File: src/rtl/burst_ram_pkg.sv
// -----------------------------------------------------------------------------
// burst_ram_pkg
//   Shared definitions for the burst_ram block: one-hot controller state
//   encodings, burst length and data/mask widths, plus the byte-enable helper.
//
//   Configuration macro: BURST_RAM_DATA_MASK_EN
//     defined   -> data_mask bits set to 1 suppress the write of that byte
//     undefined -> data_mask is ignored, every beat writes all 8 bytes
// -----------------------------------------------------------------------------
package burst_ram_pkg;

    localparam int unsigned DATA_WIDTH  = 64;
    localparam int unsigned MASK_WIDTH  = 8;
    localparam int unsigned BURST_COUNT = 4;
    localparam int unsigned BEAT_BITS   = 2;

`ifdef BURST_RAM_DATA_MASK_EN
    localparam bit MASK_EN = 1'b1;
`else
    localparam bit MASK_EN = 1'b0;
`endif

    typedef enum logic [7:0] {
        INIT        = 8'b0000_0001,
        IDLE        = 8'b0000_0010,
        READ_WAIT   = 8'b0000_0100,
        READ_BURST  = 8'b0000_1000,
        WRITE_BURST = 8'b0001_0000
    } state_t;

    // data_mask is "1 = do not write"; storage wants "1 = write".
    function automatic logic [MASK_WIDTH-1:0] byte_enables(input logic [MASK_WIDTH-1:0] mask);
        return MASK_EN ? ~mask : '1;
    endfunction

endpackage

File: src/rtl/burst_ram_storage.sv
// -----------------------------------------------------------------------------
// burst_ram_storage
//   Single-port synchronous RAM, 64-bit words, per-byte write enables,
//   depth 2**DEPTH_BITWIDTH. Read data appears the cycle after the address.
//   Contents start at zero.
//
//   Ports:
//     clk      in   clock, rising edge
//     we       in   write enable for this cycle
//     addr     in   word address (read and write)
//     wr_data  in   write word
//     byte_en  in   per-byte write enable (1 = write byte)
//     rd_data  out  registered read word
// -----------------------------------------------------------------------------
module burst_ram_storage
    import burst_ram_pkg::*;
#(
    parameter int unsigned DEPTH_BITWIDTH = 4,
    parameter string       DATA_FILE      = ""
) (
    input  logic                      clk,
    input  logic                      we,
    input  logic [DEPTH_BITWIDTH-1:0] addr,
    input  logic [DATA_WIDTH-1:0]     wr_data,
    input  logic [MASK_WIDTH-1:0]     byte_en,
    output logic [DATA_WIDTH-1:0]     rd_data
);

    localparam int unsigned DEPTH = 1 << DEPTH_BITWIDTH;

    logic [DATA_WIDTH-1:0] mem [DEPTH];

    // Storage initialiser; reset never touches the array.
    initial begin
        mem = '{default: '0};
    end

    always_ff @(posedge clk) begin
        if (we) begin
            for (int unsigned b = 0; b < MASK_WIDTH; b++) begin
                if (byte_en[b]) begin
                    mem[addr][b*8 +: 8] <= wr_data[b*8 +: 8];
                end
            end
        end
        rd_data <= mem[addr];
    end

endmodule

File: src/rtl/burst_ram.sv
// -----------------------------------------------------------------------------
// burst_ram
//   Burst memory model: 4-beat x 64-bit bursts (one 32-byte line) with a
//   programmable read latency and a post-reset initialisation delay.
//   Holds only the controller, counters and beat address; storage lives in
//   burst_ram_storage.
//
//   Configuration macro: BURST_RAM_DATA_MASK_EN (byte masking on writes).
//
//   Ports:
//     clk            in   clock, rising edge
//     rst            in   synchronous, active-high reset
//     cmd            in   0 = read, 1 = write
//     cmd_en         in   cmd/addr valid (accepted only when idle)
//     addr           in   burst start word address
//     wr_data        in   write beat data (beat 0 on the command cycle)
//     data_mask      in   per-byte mask, 1 = byte not written
//     rd_data        out  read beat data, holds when rd_data_ready = 0
//     rd_data_ready  out  rd_data valid this cycle
//     busy           out  commands ignored while high
//     init_done      out  init delay elapsed
// -----------------------------------------------------------------------------
module burst_ram
    import burst_ram_pkg::*;
#(
    parameter int unsigned DEPTH_BITWIDTH           = 4,
    parameter string       DATA_FILE                = "",
    parameter int unsigned CYCLES_BEFORE_DATA_VALID = 6,
    parameter int unsigned CYCLES_BEFORE_INITIATED  = 10
) (
    input  logic                      clk,
    input  logic                      rst,
    input  logic                      cmd,
    input  logic                      cmd_en,
    input  logic [DEPTH_BITWIDTH-1:0] addr,
    input  logic [DATA_WIDTH-1:0]     wr_data,
    input  logic [MASK_WIDTH-1:0]     data_mask,
    output logic [DATA_WIDTH-1:0]     rd_data,
    output logic                      rd_data_ready,
    output logic                      busy,
    output logic                      init_done
);

    // READ_WAIT lasts L-1 cycles; the counter is preloaded with L-2 and the
    // state is skipped entirely when L = 1.
    localparam bit          LAT_ONE     = (CYCLES_BEFORE_DATA_VALID <= 1);
    localparam logic [7:0]  LAT_PRELOAD = LAT_ONE ? 8'd0 : 8'(CYCLES_BEFORE_DATA_VALID - 2);
    localparam bit          INIT_SKIP   = (CYCLES_BEFORE_INITIATED == 0);
    localparam logic [15:0] INIT_LAST   = INIT_SKIP ? 16'd0 : 16'(CYCLES_BEFORE_INITIATED - 1);
    localparam logic [BEAT_BITS-1:0] LAST_BEAT = BEAT_BITS'(BURST_COUNT - 1);

    state_t state;
    state_t state_next;

    logic [7:0]                lat_cnt;
    logic [15:0]               init_cnt;
    logic [BEAT_BITS-1:0]      beat_cnt;
    logic [DEPTH_BITWIDTH-1:0] beat_addr;
    logic [DATA_WIDTH-1:0]     rd_hold;

    logic                      ram_we;
    logic [DEPTH_BITWIDTH-1:0] ram_addr;
    logic [DATA_WIDTH-1:0]     ram_q;

    // ---------------------------------------------------------------- state
    always_ff @(posedge clk) begin
        state <= state_next;
    end

    // ----------------------------------------------------------- next state
    always_comb begin
        state_next = state;
        case (state)
            INIT:        if (init_cnt == INIT_LAST) state_next = IDLE;
            IDLE:        if (cmd_en) begin
                             if (cmd)          state_next = WRITE_BURST;
                             else if (LAT_ONE) state_next = READ_BURST;
                             else              state_next = READ_WAIT;
                         end
            READ_WAIT:   if (lat_cnt == 8'd0) state_next = READ_BURST;
            READ_BURST:  if (beat_cnt == LAST_BEAT) state_next = IDLE;
            WRITE_BURST: if (beat_cnt == LAST_BEAT) state_next = IDLE;
            default:     state_next = INIT;
        endcase
        // A zero init delay lands in IDLE directly from reset; outputs stay
        // forced to their reset values while rst is held.
        if (rst) begin
            state_next = INIT_SKIP ? IDLE : INIT;
        end
    end

    // -------------------------------------------------------------- outputs
    always_comb begin
        busy          = 1'b1;
        init_done     = 1'b0;
        rd_data_ready = 1'b0;
        ram_we        = 1'b0;
        ram_addr      = beat_addr;
        case (state)
            IDLE: begin
                busy      = 1'b0;
                init_done = 1'b1;
                // The command cycle addresses the RAM directly so write beat 0
                // lands immediately and a 1-cycle read latency is reachable.
                ram_addr  = addr;
                ram_we    = cmd_en & cmd;
            end
            READ_WAIT: begin
                init_done = 1'b1;
            end
            READ_BURST: begin
                init_done     = 1'b1;
                rd_data_ready = 1'b1;
            end
            WRITE_BURST: begin
                init_done = 1'b1;
                ram_we    = 1'b1;
            end
            default: begin
                busy = 1'b1;
            end
        endcase
        if (rst) begin
            busy          = 1'b1;
            init_done     = 1'b0;
            rd_data_ready = 1'b0;
            ram_we        = 1'b0;
        end
    end

    // -------------------------------------------------- counters / address
    // beat_addr always holds the address the RAM needs on the next edge:
    // the word after the one being transferred during a burst.
    always_ff @(posedge clk) begin
        if (rst) begin
            init_cnt  <= '0;
            lat_cnt   <= '0;
            beat_cnt  <= '0;
            beat_addr <= '0;
        end else begin
            case (state)
                INIT: begin
                    init_cnt <= init_cnt + 16'd1;
                end
                IDLE: begin
                    if (cmd_en) begin
                        lat_cnt   <= LAT_PRELOAD;
                        beat_cnt  <= cmd ? BEAT_BITS'(1) : '0;
                        beat_addr <= (cmd || LAT_ONE) ? addr + 1'b1 : addr;
                    end
                end
                READ_WAIT: begin
                    if (lat_cnt == 8'd0) begin
                        beat_cnt  <= '0;
                        beat_addr <= beat_addr + 1'b1;
                    end else begin
                        lat_cnt <= lat_cnt - 8'd1;
                    end
                end
                READ_BURST, WRITE_BURST: begin
                    beat_cnt  <= beat_cnt + 1'b1;
                    beat_addr <= beat_addr + 1'b1;
                end
                default: begin
                    beat_cnt <= '0;
                end
            endcase
        end
    end

    // ------------------------------------------------------- read data hold
    always_ff @(posedge clk) begin
        if (rst) begin
            rd_hold <= '0;
        end else if (rd_data_ready) begin
            rd_hold <= ram_q;
        end
    end

    assign rd_data = rst           ? '0    :
                     rd_data_ready ? ram_q : rd_hold;

    // -------------------------------------------------------------- storage
    burst_ram_storage #(
        .DEPTH_BITWIDTH (DEPTH_BITWIDTH),
        .DATA_FILE      (DATA_FILE)
    ) u_storage (
        .clk     (clk),
        .we      (ram_we),
        .addr    (ram_addr),
        .wr_data (wr_data),
        .byte_en (byte_enables(data_mask)),
        .rd_data (ram_q)
    );

endmodule

File: config.mk
export PLATFORM = sky130hd
export DESIGN_NAME = burst_ram
export DESIGN_NICKNAME = d
export VERILOG_FILES = /design/src/rtl/burst_ram_pkg.sv /design/src/rtl/burst_ram_storage.sv /design/src/rtl/burst_ram.sv
export SDC_FILE = /design/constraint.sdc
export NUM_CORES = 1
export LEC_CHECK = 0
export ABC_AREA = 1
export CAP_MARGIN = 10
export CORE_MARGIN = 2
export CORE_UTILIZATION = 58
export CTS_BUF_LIST = sky130_fd_sc_hd__clkbuf_8
export CTS_CLUSTER_SIZE = 20
export DETAILED_ROUTE_END_ITERATION = 16
export HOLD_SLACK_MARGIN = 0.15
export MAX_ROUTING_LAYER = met4
export PLACE_DENSITY_LB_ADDON = 0.25
export SYNTH_ARGS = -nofsm -noshare
export SYNTH_HDL_FRONTEND = slang
export SYNTH_SLANG_ARGS = --single-unit
File: constraint.sdc
create_clock -name clk -period 5 [get_ports clk]
set_clock_uncertainty 0.15 [all_clocks]
set_input_delay 0.5 -clock clk [delete_from_list [all_inputs] [get_ports clk]]
set_output_delay 0.5 -clock clk [all_outputs]
set_load 0.02 [all_outputs]
### Word-level counts from Yosys, hierarchy flattened

Memories as Yosys holds them, arrays and structs flattened. A register that Yosys moved wholly into a read port is not among the register bits.
Cells that the tools add are included.

| cells by class | value |
|---|---|
| add/subtract/negate cells | 5 |
| eq/ne operators | 12 |
| multiplexer cells | 30 |
| bitwise operators | 2 |
| reductions and logical operators | 9 |

Operators by type and width:

| operator | number |
|---|---|
| 2-to-1 mux 64 bit | 2 |
| 2-to-1 mux 8 bit | 6 |
| one-hot mux 8 bit (4 select lines) | 1 |
| adder 16 x 1 -> 16 bit, second input constant | 1 |
| equality test 16 x 4 -> 1 bit, second input constant | 1 |
| 2-to-1 mux 4 bit | 4 |
| one-hot mux 8 bit (2 select lines) | 1 |
| one-hot mux 4 bit (3 select lines) | 1 |
| 2-to-1 mux 1 bit | 10 |
| AND reduction 3 bit | 3 |
| adder 4 x 1 -> 4 bit, second input constant | 2 |
| equality test 8 x 1 -> 1 bit, second input constant | 1 |
| equality test 8 x 2 -> 1 bit, second input constant | 1 |
| equality test 8 x 3 -> 1 bit, second input constant | 1 |
| equality test 8 x 4 -> 1 bit, second input constant | 1 |
| equality test 8 x 5 -> 1 bit, second input constant | 1 |
| zero test 8 bit | 1 |
| inequality test 2 bit, second input constant | 4 |
| one-hot mux 2 bit (4 select lines) | 1 |
| subtractor 8 x 1 -> 8 bit, second input constant | 1 |
| 2-to-1 mux 5 bit | 1 |
| 2-to-1 mux 2 bit | 2 |
| AND reduction 4 bit | 1 |
| OR reduction 4 bit | 1 |
| 9 further kinds | 9 |

| word-level totals | value |
|---|---|
| flip-flop bits (word level) | 102 |
| bits in writable memories | 1024 |
| input bits | 80 |
| output and inout port bits | 67 |
| logic and storage cells | 65 |
| memories | 1 |

Memory list:

| memory | depth | width | rd ports | clocked after Yosys merged registers in | write ports | RTL line | source |
|---|---|---|---|---|---|---|---|
| u_storage.mem | 16 | 64 | 1 | 1 | 1 | burst_ram_storage.sv:31 | `logic [DATA_WIDTH-1:0] mem [DEPTH];` |

### Depth between registers and ports, before layout

| logic depth | value |
|---|---|
| depth in word-level cells | 5 |
| gate-level depth with buffers | 15 |
| gate-level depth less buffers | 13 |

### Modules after synthesis

Synthesis repeated with hierarchy kept, for this count alone.

| unflattened totals | value |
|---|---|
| cell total of the unflattened synthesis | 4986 |
| area total of the unflattened synthesis | 48859.4 µm² |

Modules (own cells, without submodules):

| module | times used | cells each | area each (µm²) | seq. area each (µm²) |
|---|---|---|---|---|
| burst_ram_storage | 1 | 4341 | 44438.9 | 32030.7 |
| burst_ram | 1 | 645 | 4420.5 | 1981.9 |

### Least setup slack after synthesis

No wires, ideal clock.

| timing path | value |
|---|---|
| path kind | register -> register |
| start point | register state[2] |
| end point | memory u_storage.mem[4][0] (enable) |
| library setup time | 0.487 ns |
| arrival | 4.175 ns |
| required time | 4.363 ns |
| setup slack | 0.188 ns |
| cell stages (with the launch flop) | 11 |
| buffers on the path | 3 |
| period minus slack after synthesis | 4.812 ns |
| cells stage by stage | dfxtp_1 > nor2_4 > nand3_2 > buf_6 > o21ai_2 > inv_2 > nor2_1 > buf_4 > buf_2 > inv_2 > nor2_1 |

| between the ends | value |
|---|---|
| cells in the longest elaborated chain, start to end | 5 |
| elaborated cells on any way between the ends | 7 |
| classes of those cells | eq/ne (2); mux (5) |

RTL lines:

| what | RTL line | source |
|---|---|---|
| from (decl) | burst_ram.sv:52 | `state_t state;` |
| from (signal assigned) | burst_ram.sv:67 | `state <= state_next;` |
| equality test 8 x 5 -> 1 bit or equality test 8 x 2 -> 1 bit (tied branches) | burst_ram.sv:99 | `case (state)` |
| one-hot mux 1 bit (2 select lines) | burst_ram.sv:99 |  |
| 2-to-1 mux 1 bit | burst_ram.sv:123 | `if (rst) begin` |
| 2-to-1 mux 1 bit | burst_ram_storage.sv:39 | `if (we) begin` |
| 2-to-1 mux 1 bit (not written as such) | burst_ram_storage.sv:42 | `mem[addr][b*8 +: 8] <= wr_data[b*8 +: 8];` |
| to (decl) | burst_ram_storage.sv:31 |  |

Parallel ways exist; a longest one is shown, timed or not.

### Worst setup path in the final report

| timing path | value |
|---|---|
| start point | register state[4] |
| end point | output rd_data[35] |

| between the ends | value |
|---|---|
| cells in the longest elaborated chain, start to end | 5 |

RTL lines:

| what | RTL line | source |
|---|---|---|
| equality test 8 x 4 -> 1 bit | burst_ram.sv:99 |  |
| 2-to-1 mux 1 bit | burst_ram.sv:99 |  |
| 2-to-1 mux 1 bit | burst_ram.sv:123 |  |
| 2-to-1 mux 64 bit | -- |  |
| 2-to-1 mux 64 bit | burst_ram.sv:180 | `assign rd_data = rst ? '0 :` |
| to (decl) | burst_ram.sv:38 | `output logic [DATA_WIDTH-1:0] rd_data,` |

No other way between the ends.

==> results by group <==
Yosys
  • Top FF cell, synth: edfxtp_1
  • Mapped Area: 49450 sq um
  • EDFF count, synth: 1024
  • Post-Syn Nets: 4963
  • Avg Inst Size Synth: 10.14 sq um
  • Sequential share of the synthesized area: 68.78%
  • Cells after synthesis: 4876
  • Asr flop ratio synth: 0%
  • Yosys cell types: 33
  • Synth Register Bits: 1187
  • YS warnings: 0

Critical path
  • Cell family with most CP delay: buffers and inverters
  • Crit end category: primary output
  • Crit start category: flip-flop
  • Crit path cell chain: inv_1 > nand4_1 > clkinv_2 > buf_4 > o21ai_0 > nor2_1 > clkdlybuf4s50_1
  • Worst reg2reg setup slack: 1.20 ns
  • CP Data Arrival Time: 3.65 ns
  • Critical Path Stages: 7
  • Slowest-stage cell, CP: clkdlybuf4s50_1
  • R2R cell count: 8
  • CP peak stage delay: 0.69 ns
  • Crit path required time: 4.35 ns
  • CP bufs+invs: 4
  • Reg-to-reg endpoint: u_storage.mem[15][22]
  • Reg-to-Reg Start: state[4]
  • Crit Path Max Fanout: 24
  • Crit path to: rd_data[35]
  • Setup crit start: state[4]
  • Crit Path Class: reg -> out

Placement
  • Routability cong.: 0.7921
  • Port Buffer Count: 138
  • Hpwl dp: 59250 microns

Clock network
  • Clock transition at the registers of the reported paths: 0.06 ns
  • CTS sink cnt: 1187
  • TritonCTS clock tree: yes
  • CTS root buffer: clkbuf_8
  • Post CTS Setup Buffer Count: 0
  • CTS buffer count: 186
  • Skew-Pair Late Insertion Delay: 0.85 ns
  • Max clock buf depth: 3
  • Clock H-tree levels: 4

Timing
  • Final setup vio count: 0
  • Slew @ Worst Pin: 1.154 ns
  • TNS Setup: 0 ns
  • Max_slew headroom: 23.08%
  • Max Slew Vio Count: 0
  • Min Tclk post-route: 4.305 ns
  • Crit share post-route: 86.10%
  • RSZ-0062 raised after global routing: no
  • Hold Vio Cnt, Final: 0
  • Fmax: 232.3 MHz

Route
  • Remaining antenna violation count: 0
  • DR iter-0 viols: 3990
  • Pre-antenna DRT Iters: 8
  • WL final: 125200 microns
  • Via/cell ratio: 5.593
  • DR DRC count: 0
  • Via Count: 35160
  • WL per Instance: 19.91 microns

Cells and area
  • Final nets: 5056
  • Share of post-route cells with drive strength above 1: 7.036%
  • Final Core Density: 65.25%
  • Most frequent cells in the layout: nand2_1 (2206), edfxtp_1 (1024), nand3_1 (727)
  • Area Overhead vs Synth: 12.00%
  • Most common cell after layout, fill and taps aside: nand2_1

Die
  • Initial Util: 58.26%
  • Width of the die: 296.0 microns
  • Site Rows: 107
  • DIE HEIGHT: 296.0 microns
  • Core area: 84880 sq um
  • Full die area: 87610 sq um
  • I/O Pins: 147

Power
  • Power per cell area: 401.9 nW/um^2
  • Maximum vdd ir drop: 0.2593 mV
  • Total power: 0.02226 W
  • Leakage: 22.38 nW

GRT
  • Grt ovf: 0
  • Global-route wire length before repair: 190000 microns
  • Largest net degree at the start of global routing: 209
  • Vias in the first global route: 32920
  • Total GRT Usage: 29.63%
  • Initial antenna violation count: 7

Job
  • Total of max-cap violations: 0

Outcome
  • Status: finished clean

Hold path
  • Worst hold path class: in -> reg
  • Number of cells on the worst hold path: 4
[cells by family (layout without fill, tap and decap cells)]
| kind of cell | Yosys count | in the layout | share of synthesized area, % |
|---|---|---|---|
| AO/OA/AOI/OAI | 112 | 112 | 1.171 |
| XOR/XNOR | 16 | 16 | 0.2834 |
| adder cells (fa/ha/maj) | 7 | 7 | 0.1771 |
| buffers and inverters | 479 | 734 | 4.225 |
| flip-flops | 1187 | 1187 | 68.78 |
| other | 0 | 10 | 0 |
| AND/OR/NAND/NOR | 3075 | 3075 | 25.36 |
[where the power goes]
group	switching, W	internal (W)
Combinational	0.00225	0.000928
Clock	0.00377	0.00404
Sequential	0.000171	0.0111
[layer usage]
metal | track usage, % | share of wire, % | vias up
met5 | - | 0 | -
met4 | 10.86 | 2.8 | 0
met3 | 5.239 | 9.4 | 237
met2 | 46.94 | 48 | 1749
met1 | 38.70 | 40 | 16690
li1 | - | - | 16480
[worst min-delay path, cell delays in order]
cell	delay, ns
clkdlybuf4s50_1	0.49
nand2_1	0.13
nand2_1	0.07
nor2_1	0.09
[state kept, by name (all words and copies together), names as in the netlist]
register,count
state,5
u_storage.mem,1024
beat_addr,4
beat_cnt,2
u_storage.rd_data,64
rd_hold,64
init_cnt,16
lat_cnt,8
[area by class of cell]
class	instances	area, sq um
Multi-Input combinational cell	3210	13550
Clock inverter	139	703.2
Inverter	178	676.9
Clock buffer	211	2904
Timing Repair Buffer	206	2079
Fill cell	6438	29490
Sequential cell	1187	34010
Antenna cell	10	25.02
Tap cell	1144	1431
[worst min-delay path by stage]
stage                          startpoint          end  slack, ns
finish                             cmd_en   lat_cnt[6]       0.31
global route                       cmd_en   lat_cnt[6]       0.32
CTS                                cmd_en   lat_cnt[6]       0.24
detailed placement  u_storage.rd_data[12]  rd_hold[12]       0.30
global placement              beat_cnt[1]  beat_cnt[1]       0.30
floorplan                     beat_cnt[1]  beat_cnt[1]       0.29
[cells in the mapped netlist (13+ instances only)]
| cell type | number | area share [%] |
|---|---|---|
| nand2_1 | 2209 | 17 |
| edfxtp_1 | 1024 | 62 |
| nand3_1 | 727 | 7.4 |
| buf_2 | 191 | 1.9 |
| inv_1 | 170 | 1.3 |
| dfxtp_1 | 163 | 6.6 |
| nor2_1 | 108 | 0.82 |
| clkbuf_1 | 71 | 0.54 |
| a21oi_1 | 69 | 0.70 |
| o21ai_0 | 35 | 0.35 |
| buf_1 | 26 | 0.20 |
| xor2_1 | 13 | 0.23 |
[metrics by stage]
| step | instance area (sq um) | hold slack (ns) | std cells | setup slack, ns |
|---|---|---|---|---|
| final | 55390 | 0.3124 | 6285 | 0.6952 |
| after global routing | 55380 | 0.3223 | 6282 | 0.4722 |
| after CTS | 55360 | 0.2392 | 6275 | 0.6750 |
| after detailed placement | 51740 | 0.3050 | 5924 | 1.140 |
| after global placement | 51740 | 0.3032 | 5924 | 1.094 |
| after floorplan | 49450 | 0.2939 | 4876 | 0.1883 |
[timing repair]
action / CTS / global route
hold buffers: 1 / 0
endpoints found under the hold margin: 12 / 0
resized for setup: 0 / 0
(Power assumes the default switching activity.)
